### config.mk
export PLATFORM = sky130hd
export DESIGN_NAME = irq_ctl
export DESIGN_NICKNAME = d
export VERILOG_FILES = /design/src/rtl/irq_ctl_pkg.sv /design/src/rtl/irq_sync.sv /design/src/rtl/irq_ctl.sv
export SDC_FILE = /design/constraint.sdc
export NUM_CORES = 1
export LEC_CHECK = 0
export CORE_MARGIN = 4
export CORE_UTILIZATION = 45
export CTS_CLUSTER_DIAMETER = 200
export CTS_CLUSTER_SIZE = 24
export DETAILED_ROUTE_END_ITERATION = 7
export GPL_ROUTABILITY_DRIVEN = 0
export GPL_TIMING_DRIVEN = 1
export PLACE_DENSITY = 0.74
export SLEW_MARGIN = 20
export SYNTH_ARGS = -nofsm -noshare
export SYNTH_HDL_FRONTEND = slang
export SYNTH_SLANG_ARGS = --single-unit
### constraint.sdc
create_clock -name clk -period 5.2 [get_ports clk]
set_input_delay 1.04 -clock clk [delete_from_list [all_inputs] [get_ports clk]]
set_output_delay 1.04 -clock clk [all_outputs]
set_load 0.01 [all_outputs]
### src/rtl/irq_ctl_pkg.sv
// Shared constants for the interrupt front end.
// Contents: request kinds, fixed vectors, register addresses and FSM states.
package irq_ctl_pkg;

  // Request kind presented to ctl
  localparam logic [1:0] K_NONE = 2'b00;
  localparam logic [1:0] K_IRQ  = 2'b01;
  localparam logic [1:0] K_NMI  = 2'b10;
  localparam logic [1:0] K_RST  = 2'b11;

  // Fixed 65C02 vectors
  localparam logic [15:0] VEC_NMI = 16'hFFFA;
  localparam logic [15:0] VEC_RST = 16'hFFFC;
  localparam logic [15:0] VEC_IRQ = 16'hFFFE;

  // Register map
  localparam logic [1:0] A_ENABLE  = 2'd0;
  localparam logic [1:0] A_PENDING = 2'd1;
  localparam logic [1:0] A_ACTIVE  = 2'd2;
  localparam logic [1:0] A_SWI     = 2'd3;

  // Request FSM
  typedef logic [1:0] state_t;
  localparam state_t S_RST   = 2'd0;
  localparam state_t S_IDLE  = 2'd1;
  localparam state_t S_ARM_N = 2'd2;
  localparam state_t S_ARM_I = 2'd3;

endpackage

### src/rtl/irq_sync.sv
// SYNC-deep, WIDTH-wide flop chain for asynchronous interrupt sources.
// SYNC=0 passes the input straight through for already-synchronous sources.
module irq_sync #(
  parameter int SYNC  = 2,
  parameter int WIDTH = 1
) (
  input  logic             clk,
  input  logic             rst_n,
  input  logic [WIDTH-1:0] d,
  output logic [WIDTH-1:0] q
);

  generate
    if (SYNC == 0) begin : g_bypass
      logic unused_bypass;
      assign unused_bypass = clk ^ rst_n;
      assign q = d;
    end else begin : g_flops
      logic [WIDTH-1:0] stg [SYNC];

      // Shift the source through the chain; runs every cycle, independent of rdy
      always_ff @(posedge clk or negedge rst_n) begin
        if (!rst_n) begin
          for (int i = 0; i < SYNC; i++) stg[i] <= '0;
        end else begin
          stg[0] <= d;
          for (int i = 1; i < SYNC; i++) stg[i] <= stg[i-1];
        end
      end

      assign q = stg[SYNC-1];
    end
  endgenerate

endmodule

### src/rtl/irq_ctl.sv
// Interrupt front end for the 65C02 core: NIRQ prioritised, maskable,
// optionally vectored IRQ channels, an edge-latched NMI and a power-on
// reset request, presented to ctl as one take/kind/vec request.
module irq_ctl
  import irq_ctl_pkg::*;
#(
  parameter int          NIRQ     = 8,
  parameter int          SYNC     = 2,
  parameter bit          VECTORED = 1'b1,
  parameter logic [15:0] VEC_BASE = 16'hFFE0
) (
  input  logic            clk,
  input  logic            RST_N,
  input  logic            rdy,
  input  logic [NIRQ-1:0] irq_in,
  input  logic            nmi,
  input  logic            sync,
  input  logic            I,
  input  logic            ack,
  output logic            take,
  output logic [1:0]      kind,
  output logic [15:0]     vec,
  input  logic            reg_we,
  input  logic [1:0]      reg_addr,
  input  logic [7:0]      reg_di,
  output logic [7:0]      reg_do
);

  logic [NIRQ-1:0] irq_s;
  logic            nmi_s;
  logic            nmi_s_d;
  logic            nmi_rise;
  logic            nmi_pend;
  logic            nmi_clr;

  state_t          state;
  logic [2:0]      ch;
  logic            committed;

  logic [NIRQ-1:0] enable;
  logic [NIRQ-1:0] swi;
  logic [NIRQ-1:0] swi_set;
  logic [NIRQ-1:0] swi_clr;
  logic            active_vld;
  logic [2:0]      active_ch;

  logic [NIRQ-1:0] pending;
  logic [7:0]      pend8;
  logic [7:0]      ch_oh;
  logic [2:0]      sel;
  logic            ack_ok;

  irq_sync #(.SYNC(SYNC), .WIDTH(NIRQ)) u_sync_irq (
    .clk   (clk),
    .rst_n (RST_N),
    .d     (irq_in),
    .q     (irq_s)
  );

  irq_sync #(.SYNC(SYNC), .WIDTH(1)) u_sync_nmi (
    .clk   (clk),
    .rst_n (RST_N),
    .d     (nmi),
    .q     (nmi_s)
  );

  assign pending  = (irq_s | swi) & enable;
  assign pend8    = 8'(pending);
  assign ch_oh    = 8'd1 << ch;
  assign ack_ok   = rdy && ack;
  assign nmi_rise = nmi_s && !nmi_s_d;
  // An NMI is retired at its own ack; a stale one is dropped at the reset ack
  assign nmi_clr  = ack_ok && (state == S_ARM_N || state == S_RST);
  assign swi_set  = (rdy && reg_we && reg_addr == A_SWI) ? reg_di[NIRQ-1:0] : '0;
  assign swi_clr  = (ack_ok && state == S_ARM_I) ? ch_oh[NIRQ-1:0] : '0;

  // Lowest-numbered pending channel has priority
  always_comb begin
    sel = 3'd0;
    for (int i = NIRQ - 1; i >= 0; i--) begin
      if (pending[i]) sel = 3'(i);
    end
  end

  // NMI edge detect: runs through rdy=0 so edges are never lost; a new edge beats a clear
  always_ff @(posedge clk or negedge RST_N) begin
    if (!RST_N) begin
      nmi_s_d  <= 1'b0;
      nmi_pend <= 1'b0;
    end else begin
      nmi_s_d <= nmi_s;
      if (nmi_rise)     nmi_pend <= 1'b1;
      else if (nmi_clr) nmi_pend <= 1'b0;
    end
  end

  // Request FSM; an IRQ seen at an instruction boundary is committed until ack
  always_ff @(posedge clk or negedge RST_N) begin
    if (!RST_N) begin
      state     <= S_RST;
      ch        <= 3'd0;
      committed <= 1'b0;
    end else if (rdy) begin
      case (state)
        S_RST: begin
          if (ack) state <= S_IDLE;
        end
        S_IDLE: begin
          if (nmi_pend) begin
            state <= S_ARM_N;
          end else if (|pending && !I) begin
            state <= S_ARM_I;
            ch    <= sel;
          end
        end
        S_ARM_N: begin
          if (ack) state <= S_IDLE;
        end
        S_ARM_I: begin
          if (ack) begin
            state     <= S_IDLE;
            committed <= 1'b0;
          end else if (sync || committed) begin
            committed <= 1'b1;
          end else if (nmi_pend) begin
            state <= S_ARM_N;
          end else if (!pend8[ch] || I) begin
            state <= S_IDLE;
          end else begin
            ch <= sel;
          end
        end
        default: state <= S_RST;
      endcase
    end
  end

  // ENABLE and SWI registers; an acked channel's SWI bit self-clears
  always_ff @(posedge clk or negedge RST_N) begin
    if (!RST_N) begin
      enable <= '0;
      swi    <= '0;
    end else if (rdy) begin
      if (reg_we && reg_addr == A_ENABLE) enable <= reg_di[NIRQ-1:0];
      swi <= (swi & ~swi_clr) | swi_set;
    end
  end

  // ACTIVE tracks the last IRQ taken; any other kind of ack invalidates it
  always_ff @(posedge clk or negedge RST_N) begin
    if (!RST_N) begin
      active_vld <= 1'b0;
      active_ch  <= 3'd0;
    end else if (ack_ok) begin
      if (state == S_ARM_I) begin
        active_vld <= 1'b1;
        active_ch  <= ch;
      end else if (state == S_RST || state == S_ARM_N) begin
        active_vld <= 1'b0;
      end
    end
  end

  // Request outputs decoded from the registered state and channel
  always_comb begin
    take = 1'b0;
    kind = K_NONE;
    vec  = VEC_IRQ;
    case (state)
      S_RST: begin
        take = 1'b1;
        kind = K_RST;
        vec  = VEC_RST;
      end
      S_ARM_N: begin
        take = 1'b1;
        kind = K_NMI;
        vec  = VEC_NMI;
      end
      S_ARM_I: begin
        take = 1'b1;
        kind = K_IRQ;
        if (VECTORED) vec = VEC_BASE + {12'd0, ch, 1'b0};
        else          vec = VEC_IRQ;
      end
      default: ;
    endcase
  end

  // Register read mux
  always_comb begin
    reg_do = 8'h00;
    case (reg_addr)
      A_ENABLE:  reg_do = 8'(enable);
      A_PENDING: reg_do = pend8;
      A_ACTIVE:  reg_do = {active_vld, 4'b0000, active_ch};
      A_SWI:     reg_do = 8'(swi);
      default:   reg_do = 8'h00;
    endcase
  end

endmodule

==> summary.txt <==
Detailed routing
  – DRC viols: 0
  – DR iter-0 viols: 64
  – Via density: about 5.3
  – Via count: 1745
  – Wire length per cell: 14.2 um
  – Post-route antenna net violation count: 0
  – Final wirelength: 4700 um
  – 1st-pass router iterations: 4

Yosys
  – Post-synthesis async set-or-reset flop share: 100%
  – Unique masters post-synth: 43
  – EDFF count, synth: 0
  – Post-synth top area cell: dfrtp_1
  – Count leader, synth: dfrtp_1
  – Post-Syn Area: 2330 um^2
  – Seq/Total Area, Yosys: ~50%
  – Ys flop type: dfrtp_1
  – Post-synth top area share: 49.4%
  – #FFs+latches synth: 46
  – Mean post-synth cell area: between 10 and 15 um^2
  – Gate count after technology mapping: 227
  – Ys Warns: 0
  – Synth top cells by count: dfrtp_1 (46), nand2_1 (29), nor2_1 (24)
  – Top post-synthesis cells by area: dfrtp_1 (49%), mux2_2 (5.3%), nand2_1 (4.7%)

Setup path
  – CP arrival: between 3 and 4 ns
  – Setup CP Type: input pin to output port
  – Worst Setup Start Kind: input pin
  – Req. time, crit path: 4.16 ns
  – Worst Setup SP: reg_addr[0]
  – FF-to-FF Start: state[1]$_DFFE_PN0P_
  – Crit. End Element: output port
  – FF-to-FF setup slack: 2.94 ns
  – Critical path fanouts, max: 18

STA
  – Max Clk Rate: 244 MHz
  – Fin crit period: 4.10 ns
  – Hold_ws: 0.355 ns
  – Clock skew: 0.00978 ns
  – Worst Tran Pin Value: 0.774 ns
  – Slew headroom: 48.3%
  – Final Hold Violating Endpoints: 0
  – Final cycle utilization of the critical path: 78.8%
  – Sum Neg Setup Slack: 0 ns
  – Final setup violating endpoints: 0
  – Slew Viols, Final: 0
  – RSZ-0062 raised after global routing: false

Power
  – Worst ir drop on vdd: 226 uV
  – Power per cell area: 457 nW/um^2
  – Leakage power: about 1.2 nW

CTS
  – Post-cts sizing count: 0
  – Hold bufs inserted after CTS: 0
  – Worst-path clk slew: roughly 0.080 ns
  – Post CTS Setup Buffer Count: 0
  – # clock sinks: 46
  – CTS tree: built
  – Num CTS Buffers: 5
  – Max Buffers Root-to-Sink: 2
  – H-tree depth: 2
  – CTS root buf: clkbuf_8
  – Latest clock arrival within the worst-skew pair: 0.30 ns

Global routing
  – Gr ovfl total: 0
  – Vias in the first global route: 1637
  – Largest net degree at the start of global routing: 47
  – Total GRT Usage: 15.8%
  – First-pass GRT wire length: 7800 um
  – Antenna violations before repair: 0

Place
  – DP HPWL: 3430 um
  – Buffers on Ports: 40

Hold path
  – HP Class: flop to flop
  – HP Start: u_sync_irq.g_flops.stg[12]$_DFF_PN0_

Floorplan
  – Die width: 79.9 um
  – Initial core utilization: 47.7%
  – Die footprint: between 6000 and 7000 um^2
  – Die Span Y: approximately 80 um
  – Boundary Pins: between 50 and 60
  – # rows: 25
  – Core area: 4880 um^2

Cells and area
  – Synth-to-layout area growth: 20.9%
  – Register area: 1150 um^2
  – FILL cells: 431
  – Share of post-route cells with drive strength above 1: between 10% and 20%
  – Fin nets: 296
  – ANT cells: 0
  – Area of the multi-input gates: 1060 um^2

Job
  – Max Cap Violations: 0

Status
  – Status: finished, final reports clean
[report_power, final]
group	leakage [nW]	switching [mW]	internal (mW)
clock network	0.0441	0.121	0.0944
registers	0.541	0.104	0.438
logic	0.617	0.249	0.280
[worst max-delay path, stage by stage]
cell and delay, ns:
clkdlybuf4s50_1 0.97, mux2i_1 0.16, a221oi_1 0.28, clkdlybuf4s50_1 0.60
[logic make-up after synthesis]
family / count (synthesis) / share of synthesized area [%]
AOI/OAI and AO/OA: 49 / 15.4
buffers and inverters: 28 / 6.56
muxes: 20 / 9.56
other: 2 / 0.323
adders and majority gates: 6 / 3.22
DFF: 46 / 49.4
and+or+nand+nor: 76 / 15.5
[sequential cells by signal, summed over array words and instances (netlist names), 2 cells and up]
name and flops:
u_sync_irq.g_flops.stg 8, u_sync_irq.q 8, state 2, enable 8, ch 3, swi 8, active_ch 3
[final timing paths]
kind / to / cells after the start
max in group asynchronous: u_sync_irq.q[4]$_DFF_PN0_ / 1
min reg2reg: u_sync_irq.q[4]$_DFF_PN0_ / 0
min in group asynchronous: u_sync_irq.g_flops.stg[9]$_DFF_PN0_ / 1
max: reg_do[1] / 4
min: u_sync_irq.q[4]$_DFF_PN0_ / 0
max reg2reg: ch[2]$_DFFE_PN0P_ / 6
[final cells by class]
class,count,area share (%)
flip-flops and latches,46,40.9
inverters,8,1.07
repair buffers,40,14.1
clock inverters,3,0.756
well taps,67,2.98
multi-input cells,163,37.7
clock buffers,5,2.44
[routing by layer]
layer,vias to the layer above,share of wire [%],track usage [%]
li1,845,-,-
met1,843,45,21.5
met2,53,48,25.1
met3,4,6.5,3.72
met4,0,0.85,4.56
met5,-,0,0
[placed cells by master (no fill, tap or decap), types with 2 or more instances in the layout]
cell type	n
nor2_1	24
o21a_1	3
nor3b_1	2
a211o_1	2
nand2_1	29
ha_1	6
dfrtp_1	46
o32ai_1	2
nor2b_1	5
o31ai_1	2
mux2_2	11
clkdlybuf4s50_1	39
inv_1	8
clkbuf_8	5
a21oi_1	6
mux2i_1	5
nand2b_1	4
nand3_1	3
a31oi_1	2
conb_1	12
o21ai_0	12
nor3_1	3
o21ai_1	2
a221oi_1	9
mux2_1	3
[metrics by stage]
stage          utilization, %  instance area (um^2)  total power [mW]  cells  setup slack, ns
4_1_cts                  57.6                  2810              1.30    332             1.10
5_1_grt                  57.7                  2820              1.38    332            0.985
6_report                 57.7                  2820              1.29    332             1.10
3_5_place_dp             55.8                  2720              1.08    324             1.10
2_1_floorplan               -                  2370             0.871    237             2.04
3_3_place_gp             55.8                  2720              1.07    324             1.14
No activity file was read; power rests on OpenSTA's default activity.
